$ cat src/rtl/mem_perf_pkg.sv
// Shared types and constants for the memory-stage performance monitor.
package mem_perf_pkg;

    localparam int CNT_W = 32;
    localparam logic [CNT_W-1:0] SAT_MAX = '1;

    typedef enum logic [1:0] {
        IDLE  = 2'd0,
        RUN   = 2'd1,
        DRAIN = 2'd2,
        DONE  = 2'd3
    } perf_state_e;

endpackage

$ cat src/rtl/sat_counter32.sv
// Saturating event counter with synchronous clear; holds at SAT_MAX instead of wrapping.
module sat_counter32
    import mem_perf_pkg::*;
(
    input  logic             clk,
    input  logic             reset,
    input  logic             clear,
    input  logic             en,
    output logic [CNT_W-1:0] count
);

    logic [CNT_W-1:0] count_q;
    logic [CNT_W-1:0] count_d;

    always_comb begin
        count_d = count_q;
        if (clear) begin
            count_d = '0;
        end else if (en && (count_q != SAT_MAX)) begin
            count_d = count_q + CNT_W'(1);
        end
    end

    always_ff @(posedge clk or posedge reset) begin
        if (reset) begin
            count_q <= '0;
        end else begin
            count_q <= count_d;
        end
    end

    assign count = count_q;

endmodule

$ cat src/rtl/mem_perf_monitor.sv
// Kernel-region cycle timer and store-activity statistics fed from the CPU memory stage.
// Define MEM_PERF_RANGE_EN to build the min/max store-address trackers.
module mem_perf_monitor
    import mem_perf_pkg::*;
#(
    parameter logic [31:0] START_PC     = 32'h0000_1054,
    parameter logic [31:0] LAST_ADDR    = 32'h0002_FFFC,
    parameter logic [31:0] WIN_LO       = 32'h0002_0100,
    parameter logic [31:0] WIN_HI       = 32'h0002_FFFC,
    parameter int unsigned DRAIN_CYCLES = 1000
) (
    input  logic        clk,
    input  logic        reset,
    input  logic        clear,
    input  logic [31:0] fetch_pc,
    input  logic        mem_is_store,
    input  logic [31:0] mem_addr,
    input  logic [31:0] mem_pc,
    input  logic        halt_req,
    output logic        done,
    output logic        loop_valid,
    output logic [31:0] loop_cycles,
    output logic [31:0] total_cycles,
    output logic [31:0] store_cycles,
    output logic [31:0] store_events,
    output logic [31:0] win_events,
    output logic [31:0] last_store_pc,
    output logic [31:0] min_addr,
    output logic [31:0] max_addr
);

    localparam logic [CNT_W-1:0] DRAIN_LOAD = CNT_W'(DRAIN_CYCLES);

    perf_state_e      state_q;
    perf_state_e      state_d;
    logic [CNT_W-1:0] drain_cnt_q;
    logic [CNT_W-1:0] drain_cnt_d;
    logic [CNT_W-1:0] start_cycle_q;
    logic [CNT_W-1:0] start_cycle_d;
    logic [CNT_W-1:0] loop_cycles_q;
    logic [CNT_W-1:0] loop_cycles_d;
    logic             loop_valid_q;
    logic             loop_valid_d;
    logic             done_q;
    logic             done_d;
    logic             prev_store_q;
    logic             prev_store_d;
    logic [31:0]      last_store_pc_q;
    logic [31:0]      last_store_pc_d;

    logic             last_addr_hit;
    logic             stat_active;
    logic             store_edge;
    logic             in_window;

    assign last_addr_hit = mem_is_store && (mem_addr == LAST_ADDR);
    assign stat_active   = (state_q == RUN) || (state_q == DRAIN);
    assign store_edge    = mem_is_store && !prev_store_q;
    assign in_window     = (mem_addr >= WIN_LO) && (mem_addr <= WIN_HI);

    // A LAST_ADDR store outranks a simultaneous halt so the loop measurement is kept.
    always_comb begin
        state_d       = state_q;
        drain_cnt_d   = drain_cnt_q;
        start_cycle_d = start_cycle_q;
        loop_cycles_d = loop_cycles_q;
        loop_valid_d  = loop_valid_q;
        done_d        = done_q;
        if (clear) begin
            state_d       = IDLE;
            drain_cnt_d   = '0;
            start_cycle_d = '0;
            loop_cycles_d = '0;
            loop_valid_d  = 1'b0;
            done_d        = 1'b0;
        end else begin
            case (state_q)
                IDLE: begin
                    if (halt_req) begin
                        state_d     = DRAIN;
                        drain_cnt_d = DRAIN_LOAD;
                    end else if (fetch_pc == START_PC) begin
                        state_d       = RUN;
                        start_cycle_d = total_cycles;
                    end
                end
                RUN: begin
                    if (last_addr_hit) begin
                        state_d       = DRAIN;
                        drain_cnt_d   = DRAIN_LOAD;
                        loop_cycles_d = total_cycles - start_cycle_q + CNT_W'(1);
                        loop_valid_d  = 1'b1;
                    end else if (halt_req) begin
                        state_d     = DRAIN;
                        drain_cnt_d = DRAIN_LOAD;
                    end
                end
                DRAIN: begin
                    if (drain_cnt_q == '0) begin
                        state_d = DONE;
                        done_d  = 1'b1;
                    end else begin
                        drain_cnt_d = drain_cnt_q - CNT_W'(1);
                    end
                end
                DONE: begin
                    state_d = DONE;
                end
            endcase
        end
    end

    always_ff @(posedge clk or posedge reset) begin
        if (reset) begin
            state_q       <= IDLE;
            drain_cnt_q   <= '0;
            start_cycle_q <= '0;
            loop_cycles_q <= '0;
            loop_valid_q  <= 1'b0;
            done_q        <= 1'b0;
        end else begin
            state_q       <= state_d;
            drain_cnt_q   <= drain_cnt_d;
            start_cycle_q <= start_cycle_d;
            loop_cycles_q <= loop_cycles_d;
            loop_valid_q  <= loop_valid_d;
            done_q        <= done_d;
        end
    end

    // prev_store tracks the strobe in every state so edge detection is exact on RUN entry.
    always_comb begin
        prev_store_d    = mem_is_store;
        last_store_pc_d = last_store_pc_q;
        if (clear) begin
            prev_store_d    = 1'b0;
            last_store_pc_d = SAT_MAX;
        end else if (stat_active && mem_is_store) begin
            last_store_pc_d = mem_pc;
        end
    end

    always_ff @(posedge clk or posedge reset) begin
        if (reset) begin
            prev_store_q    <= 1'b0;
            last_store_pc_q <= SAT_MAX;
        end else begin
            prev_store_q    <= prev_store_d;
            last_store_pc_q <= last_store_pc_d;
        end
    end

    sat_counter32 u_total_cycles (
        .clk   (clk),
        .reset (reset),
        .clear (clear),
        .en    (state_q != DONE),
        .count (total_cycles)
    );

    sat_counter32 u_store_cycles (
        .clk   (clk),
        .reset (reset),
        .clear (clear),
        .en    (stat_active && mem_is_store),
        .count (store_cycles)
    );

    sat_counter32 u_store_events (
        .clk   (clk),
        .reset (reset),
        .clear (clear),
        .en    (stat_active && store_edge),
        .count (store_events)
    );

    sat_counter32 u_win_events (
        .clk   (clk),
        .reset (reset),
        .clear (clear),
        .en    (stat_active && store_edge && in_window),
        .count (win_events)
    );

`ifdef MEM_PERF_RANGE_EN
    logic [31:0] min_addr_q;
    logic [31:0] min_addr_d;
    logic [31:0] max_addr_q;
    logic [31:0] max_addr_d;

    always_comb begin
        min_addr_d = min_addr_q;
        max_addr_d = max_addr_q;
        if (clear) begin
            min_addr_d = SAT_MAX;
            max_addr_d = '0;
        end else if (stat_active && store_edge) begin
            if (mem_addr < min_addr_q) begin
                min_addr_d = mem_addr;
            end
            if (mem_addr > max_addr_q) begin
                max_addr_d = mem_addr;
            end
        end
    end

    always_ff @(posedge clk or posedge reset) begin
        if (reset) begin
            min_addr_q <= SAT_MAX;
            max_addr_q <= '0;
        end else begin
            min_addr_q <= min_addr_d;
            max_addr_q <= max_addr_d;
        end
    end

    assign min_addr = min_addr_q;
    assign max_addr = max_addr_q;
`else
    assign min_addr = SAT_MAX;
    assign max_addr = '0;
`endif

    assign done          = done_q;
    assign loop_valid    = loop_valid_q;
    assign loop_cycles   = loop_cycles_q;
    assign last_store_pc = last_store_pc_q;

endmodule
$ cat config.mk
export PLATFORM = sky130hd
export DESIGN_NAME = mem_perf_monitor
export DESIGN_NICKNAME = d
export VERILOG_FILES = /design/src/rtl/mem_perf_pkg.sv /design/src/rtl/sat_counter32.sv /design/src/rtl/mem_perf_monitor.sv
export SDC_FILE = /design/constraint.sdc
export NUM_CORES = 1
export LEC_CHECK = 0
export CAP_MARGIN = 20
export CORE_MARGIN = 4
export CORE_UTILIZATION = 42
export DETAILED_ROUTE_END_ITERATION = 7
export GPL_TIMING_DRIVEN = 0
export PLACE_DENSITY = 0.68
export SYNTH_ARGS = -nofsm -noshare
export SYNTH_HDL_FRONTEND = slang
export SYNTH_SLANG_ARGS = --single-unit
$ cat constraint.sdc
create_clock -name clk -period 9.9 [get_ports clk]
set_input_delay 1.485 -clock clk [delete_from_list [all_inputs] [get_ports clk]]
set_output_delay 1.485 -clock clk [all_outputs]
set_load 0.01 [all_outputs]
==> qor.yml, run 1 <==
status: "finished clean"
wl_per_cell_um: 19.00
finalMaxSlewViolations: 0
synthTopCellsByCount: "229 x dfrtp_1, 207 x nor2_1, 171 x nand2_1"
cap_violations: 0
relSlewSlack: 0.3193
cp_max_fo: 10
rr_startpoint: "u_total_cycles.count[1]$_DFFE_PP0P_"
first_global_vias: 14040
die_w_um: 201.3
numCtsBuffers: 30
r2r_cells: 13
grt_usage: 0.2367
cts_setup_buffers: 0
die_y_um: 201.3
ys_seq_area_frac: 0.4186
final_cell_area_mm2: 0.02061
hold_violations: 0
drive_gt1_frac: 0.08767
place.gp.congestion: 0.9007
rows: 70
coreArea_mm2: 0.03670
ctsResizeCount: 0
r2r_setup_slack_ps: 6300
ys_ff_latch: 261
synth-edff-count: 0
synth_area_mm2: 0.01570
rsz0062_at_grt: "false"
ioPinCount: 359
fmax_mhz: 215.5
routed_wl_um: 50520
vias: 14480
final.setup_skew_ps: 16.07
htree_levels: 1
endpoint_kind: "register"
dieArea_mm2: 0.04053
p_per_area_mw_per_mm2: 178.1
p_leak_nw: 8.591
grt-ovfl-total: 0
cts_hold_buf: 0
critPathKind: "in -> reg"
crit_path_start_kind: "input pin"
yosysTopAreaCell: "dfrtp_1"
synth_cell_type_count: 82
timing.final.crit_share: 0.4687
setup_viol: 0
hold_class: "reg -> reg"
cp-startpoint: "mem_addr[27]"
synth.most_common_cell: "dfrtp_1"
start_util: 0.4278
port_buffers: 292
antenna_found_initial: 0
synth_area_leaders: "dfrtp_1 37%, ha_1 5.6%, dfstp_2 5.4%, nor2_1 4.9%, nand2_1 4.1%"
hpwl_um: 38630
crit_path_end: "u_win_events.count[14]$_DFFE_PP0P_"
avgSynthCellArea_um2: 8.844
cts.sinks: 261
ys_async_sr_fraction: 1.000
finalNetCount: 2338
post-route-drc-count: 0
clock_path_buffers: 3
synth_top_area_frac: 0.3651
cts_tree: "yes"
root_buffer: "clkbuf_16"
grt_max_degree: 94
drtIter0Drc: 1014
place_area_mm2: 0.01955
crit_arrival_ps: 5060
total_power_w: 0.003671
r2r-end: "loop_cycles[27]$_DFFE_PP0P_"
grt_first_pass_wirelength_um: 78580
clk_pin_slew_ps: 60
synthCells: 1775
first_pass_iters: 5
vdd_drop_max_mv: 0.1416
worstMarginPinSlew_ps: 1021
final_antenna_net_count: 0
ys.flop_type: "dfrtp_1"
viasPerCell: 5.445
worst-endpoint-required_ps: 10320
yosys_warnings: 0
clk_latency_ps: 570
syn_to_final_growth_pct: 31.28
fin_crit_ps: 4640
[critical path, cell delays in order]
cell and delay, ps:
clkdlybuf4s50_1 400, nor4_1 750, nand4_1 370, a21boi_1 250
a211oi_1 840, o211ai_1 280, buf_2 260, nor3_1 210
xnor2_1 150, nor2_1 60
[worst min path at each step]
stage / slack (ps) / start / to / cells past startpoint
finish: 480 / drain_cnt_q[15]$_DFFE_PP0P_ / drain_cnt_q[15]$_DFFE_PP0P_ / 1
global route: 510 / last_store_pc[6]$_DFFE_PP1P_ / last_store_pc[6]$_DFFE_PP1P_ / 2
floorplan: 450 / drain_cnt_q[15]$_DFFE_PP0P_ / drain_cnt_q[15]$_DFFE_PP0P_ / 1
global placement: 460 / drain_cnt_q[15]$_DFFE_PP0P_ / drain_cnt_q[15]$_DFFE_PP0P_ / 1
CTS: 490 / drain_cnt_q[15]$_DFFE_PP0P_ / drain_cnt_q[15]$_DFFE_PP0P_ / 1
detailed placement: 480 / last_store_pc[18]$_DFFE_PP1P_ / last_store_pc[18]$_DFFE_PP1P_ / 2
[state kept, by name (all words and copies together) (netlist names), 32 cells and up]
| signal | flops |
|---|---|
| drain_cnt_q | 32 |
| last_store_pc | 32 |
| loop_cycles | 32 |
| start_cycle_q | 32 |
| u_store_cycles.count | 32 |
| u_store_events.count | 32 |
| u_total_cycles.count | 32 |
| u_win_events.count | 32 |
[kinds of logic after synthesis]
| group | share of synthesized area |
|---|---|
| mux | 0.02559 |
| other cells | 0.0004784 |
| compound gates | 0.1147 |
| flops | 0.4186 |
| fa+ha+maj | 0.05707 |
| buf+inv | 0.06942 |
| xor+xnor | 0.06472 |
| simple gates | 0.2494 |
[per-layer routing]
layer  part of all wire  vias up  global-route usage
met5                  0        -                   0
met4              0.028        0             0.06592
met3              0.063       91             0.03513
met2               0.48      514              0.4045
met1               0.43     6964              0.3147
li1                   -     6910                   -
[stage by stage]
stage          std cells  hold WS [ps]  setup TNS (ps)  utilization  setup slack (ps)
2_1_floorplan       1837         447.5               0            -              1284
3_3_place_gp        2597         464.4         -497890       0.5297             -2196
3_5_place_dp        2602         478.7               0       0.5327              4795
4_1_cts             2658         488.0               0       0.5615              5369
5_1_grt             2658         506.4               0       0.5615              5150
6_report            2659         480.6               0       0.5615              5260
[layout make-up]
type,instances,area (µm²)
antenna,1,2.502
buffer,146,812.0
clock buffer,47,887.1
clock inverter,9,170.2
fill,3321,16090
inverter,74,285.3
multi-input combinational,1356,8275
sequential,261,6571
tap,468,585.6
timing repair buffer,297,3018
[report_power, final]
group | internal [W] | switching, W
sequential | 0.00118 | 0.0000840
clock | 0.000742 | 0.000451
combinational | 0.000485 | 0.000724
[placed cells by master (no fill, tap or decap), drive strengths merged, types with 37 or more instances in the layout]
cell,instances
nor2,208
inv,74
nand2,172
nor4,37
dfrtp,229
clkdlybuf4s50,292
a21oi,113
o21ai,76
mux2i,39
nor3,58
clkbuf,116
xor2,50
conb,64
ha,70
xnor2,66
buf,82
nand4,52
nand3,123
(Power assumes the default switching activity.)
==> run 2: changes to the inputs <==
--- a/config.mk
+++ b/config.mk
@@ -10,7 +10,7 @@
 export CORE_UTILIZATION = 42
 export DETAILED_ROUTE_END_ITERATION = 7
 export GPL_TIMING_DRIVEN = 0
-export PLACE_DENSITY = 0.68
+export PLACE_DENSITY = 0.7
 export SYNTH_ARGS = -nofsm -noshare
 export SYNTH_HDL_FRONTEND = slang
 export SYNTH_SLANG_ARGS = --single-unit
==> constraint.sdc (replaced) <==
create_clock -name clk -period 3.7 [get_ports clk]
set_input_delay 0.555 -clock clk [delete_from_list [all_inputs] [get_ports clk]]
set_output_delay 0.555 -clock clk [all_outputs]
set_load 0.01 [all_outputs]
==> qor.yml, run 2 (synthesis gave the netlist of run 1 again) <==
status: "finished clean"  # unchanged
relSlewSlack: 0.2980  # was 0.3193
drive_gt1_frac: 0.09211  # was 0.08767
fin_crit_ps: 3524
hold_ws_ps: 333.5  # was 480.6 ps
fin_ws_ps: 175.9  # was 5260 ps
start_util: 0.4278  # unchanged
rsz0062_at_grt: "false"  # unchanged
place.gp.congestion: 0.8932  # was 0.9007
final_antenna_net_count: 0  # unchanged
wl_met2_um: 23910  # was 24340 µm
finalNetCount: 2341  # was 2338
placedCellCount: 2605  # was 2602
rows: 70  # unchanged
cts_tree: "yes"  # unchanged
grt_usage: 0.2361  # was 0.2367
first_pass_iters: 7  # was 5
grt_max_degree: 44  # was 94
final.setup_skew_ps: 11.55  # was 16.07 ps
htree_levels: 1  # unchanged
wl_met1_um: 21520  # was 21570 µm
wl_per_cell_um: 18.70  # was 19.00 µm
endpoint_kind: "register"  # unchanged
hpwl_um: 38050  # was 38630 µm
vdd_drop_max_mv: 0.3014  # was 0.1416 mV
cpPeakStageDelay_ps: 710  # was 840 ps
port_buffers: 292  # unchanged
clock_path_buffers: 3  # unchanged
post-route-drc-count: 0  # unchanged
coreArea_mm2: 0.03670  # unchanged
p_per_area_mw_per_mm2: 471.8  # was 178.1 mW/mm²
setup_viol: 0  # unchanged
layout_commonest_cell: "clkdlybuf4s50_1"  # unchanged
finalMaxSlewViolations: 0  # unchanged
cts_hold_buf: 0  # unchanged
met3_length_um: 2760  # was 3202 µm
crit_path_start_kind: "input pin"  # unchanged
dpl_worst_slack_ps: -362.8  # was 4795 ps
first_global_vias: 14390  # was 14040
place_area_mm2: 0.01960  # was 0.01955 mm²
die_w_um: 201.3  # unchanged
vias: 14600  # was 14480
final_cell_mix: "292 x clkdlybuf4s50_1, 229 x dfrtp_1, 207 x nor2_1, 171 x nand2_1, 122 x nand3_1"  # unchanged
antenna_found_initial: 1  # was 0
fmax_mhz: 283.8
p_leak_nw: 8.603  # was 8.591 nW
syn_to_final_growth_pct: 31.41  # was 31.28%
grt-ovfl-total: 0  # unchanged
cp_num_buf_inv: 2  # unchanged
clk_pin_slew_ps: 60  # about the same
critPathKind: "in -> reg"  # unchanged
cap_violations: 0  # unchanged
crit_slowest_cell: "nor4_1"  # was a211oi_1
numCtsBuffers: 30  # unchanged
die_y_um: 201.3  # unchanged
crit_chain: "clkdlybuf4s50_1 > nor4_1 > nand4_1 > a21boi_1 > a211oi_1 > o211ai_1 > buf_2 > nor3_1 > xnor2_1 > nor2_1"  # unchanged
hold_violations: 0  # unchanged
cts.sinks: 261  # unchanged
worstMarginPinSlew_ps: 1053  # was 1021 ps
timing.final.crit_share: 0.9525
worst-endpoint-required_ps: 4130  # was 10320 ps
final_cell_area_mm2: 0.02063  # was 0.02061 mm²
clk_latency_ps: 570  # about the same
root_buffer: "clkbuf_16"  # unchanged
highest_layer: "met4"  # unchanged
fin_cells: 2662  # was 2659
cp_max_fo: 10  # unchanged
hold_class: "in -> async"  # was reg -> reg
crit_arrival_ps: 3950  # was 5060 ps
drtIter0Drc: 824  # was 1014
routed_wl_um: 49770  # was 50520 µm
ioPinCount: 359  # unchanged
dieArea_mm2: 0.04053  # unchanged
grt_first_pass_wirelength_um: 79010  # was 78580 µm
path_delay_family: "simple AND/OR/NAND/NOR gates"  # unchanged
viasPerCell: 5.483  # was 5.445
## run 2: cell types whose count changed in the layout (fill, tap and decap cells not counted), sizes merged
| cell | before | now |
|---|---|---|
| buf | 82 | 85 |
| bufinv | 5 | 2 |
| clkbuf | 116 | 114 |
| clkinv | 4 | 8 |
| clkinvlp | 0 | 2 |
| inv | 74 | 73 |
## run 2: timing repair
action,in CTS,in global routing
hold endpoints to repair,0,0
gates resized for setup,0,1
buffers inserted,0,0
setup endpoints to repair,0,1
## run 2: path summary, 6_finish.rpt
kind / from / end / slack (ps) / cells after the start
worst max-delay path: mem_addr[24] / u_win_events.count[14]$_DFFE_PP0P_ / 180 / 10
worst min-delay path: reset / drain_cnt_q[11]$_DFFE_PP0P_ / 330 / 2
worst max register to register: u_total_cycles.count[1]$_DFFE_PP0P_ / loop_cycles[27]$_DFFE_PP0P_ / 270 / 13
worst min register to register: last_store_pc[15]$_DFFE_PP1P_ / last_store_pc[15]$_DFFE_PP1P_ / 490 / 2
max in group asynchronous: reset / u_win_events.count[14]$_DFFE_PP0P_ / 2350 / 5
min in group clk: mem_is_store / last_store_pc[29]$_DFFE_PP1P_ / 360 / 3
## run 2: through the flow
stage          utilization  power (W)  TNS (ps)
2_1_floorplan            -   0.005537    -61930
3_3_place_gp        0.5298   0.006545   -561820
3_5_place_dp        0.5340   0.006644     -2894
4_1_cts             0.5621   0.009747         0
5_1_grt             0.5621    0.01024         0
6_report            0.5621   0.009733         0
## run 2: layout make-up
| type | count | area [µm²] |
|---|---|---|
| sequential | 261 | 6571 |
| antenna | 1 | 2.502 |
| clock inverter | 11 | 111.4 |
| inverter | 74 | 281.5 |
| clock buffer | 45 | 918.4 |
| multi-input combinational | 1356 | 8275 |
| fill | 3296 | 16070 |
| tap | 468 | 585.6 |
| buffer | 146 | 812.0 |
| timing repair buffer | 300 | 3070 |
## run 2: power by group
group          leakage [nW]  internal [W]  switching [W]
Sequential             3.52       0.00317       0.000227
Combinational          4.57       0.00130        0.00196
Clock                 0.513       0.00184        0.00123
Total                  8.60       0.00632        0.00342
## run 2: per-layer routing
layer  vias to the layer above  GRT usage
met4                         0    0.07275
met3                       101    0.03707
met1                      7080     0.3144
met2                       482     0.3982
met5                         -          0
li1                       6932          -
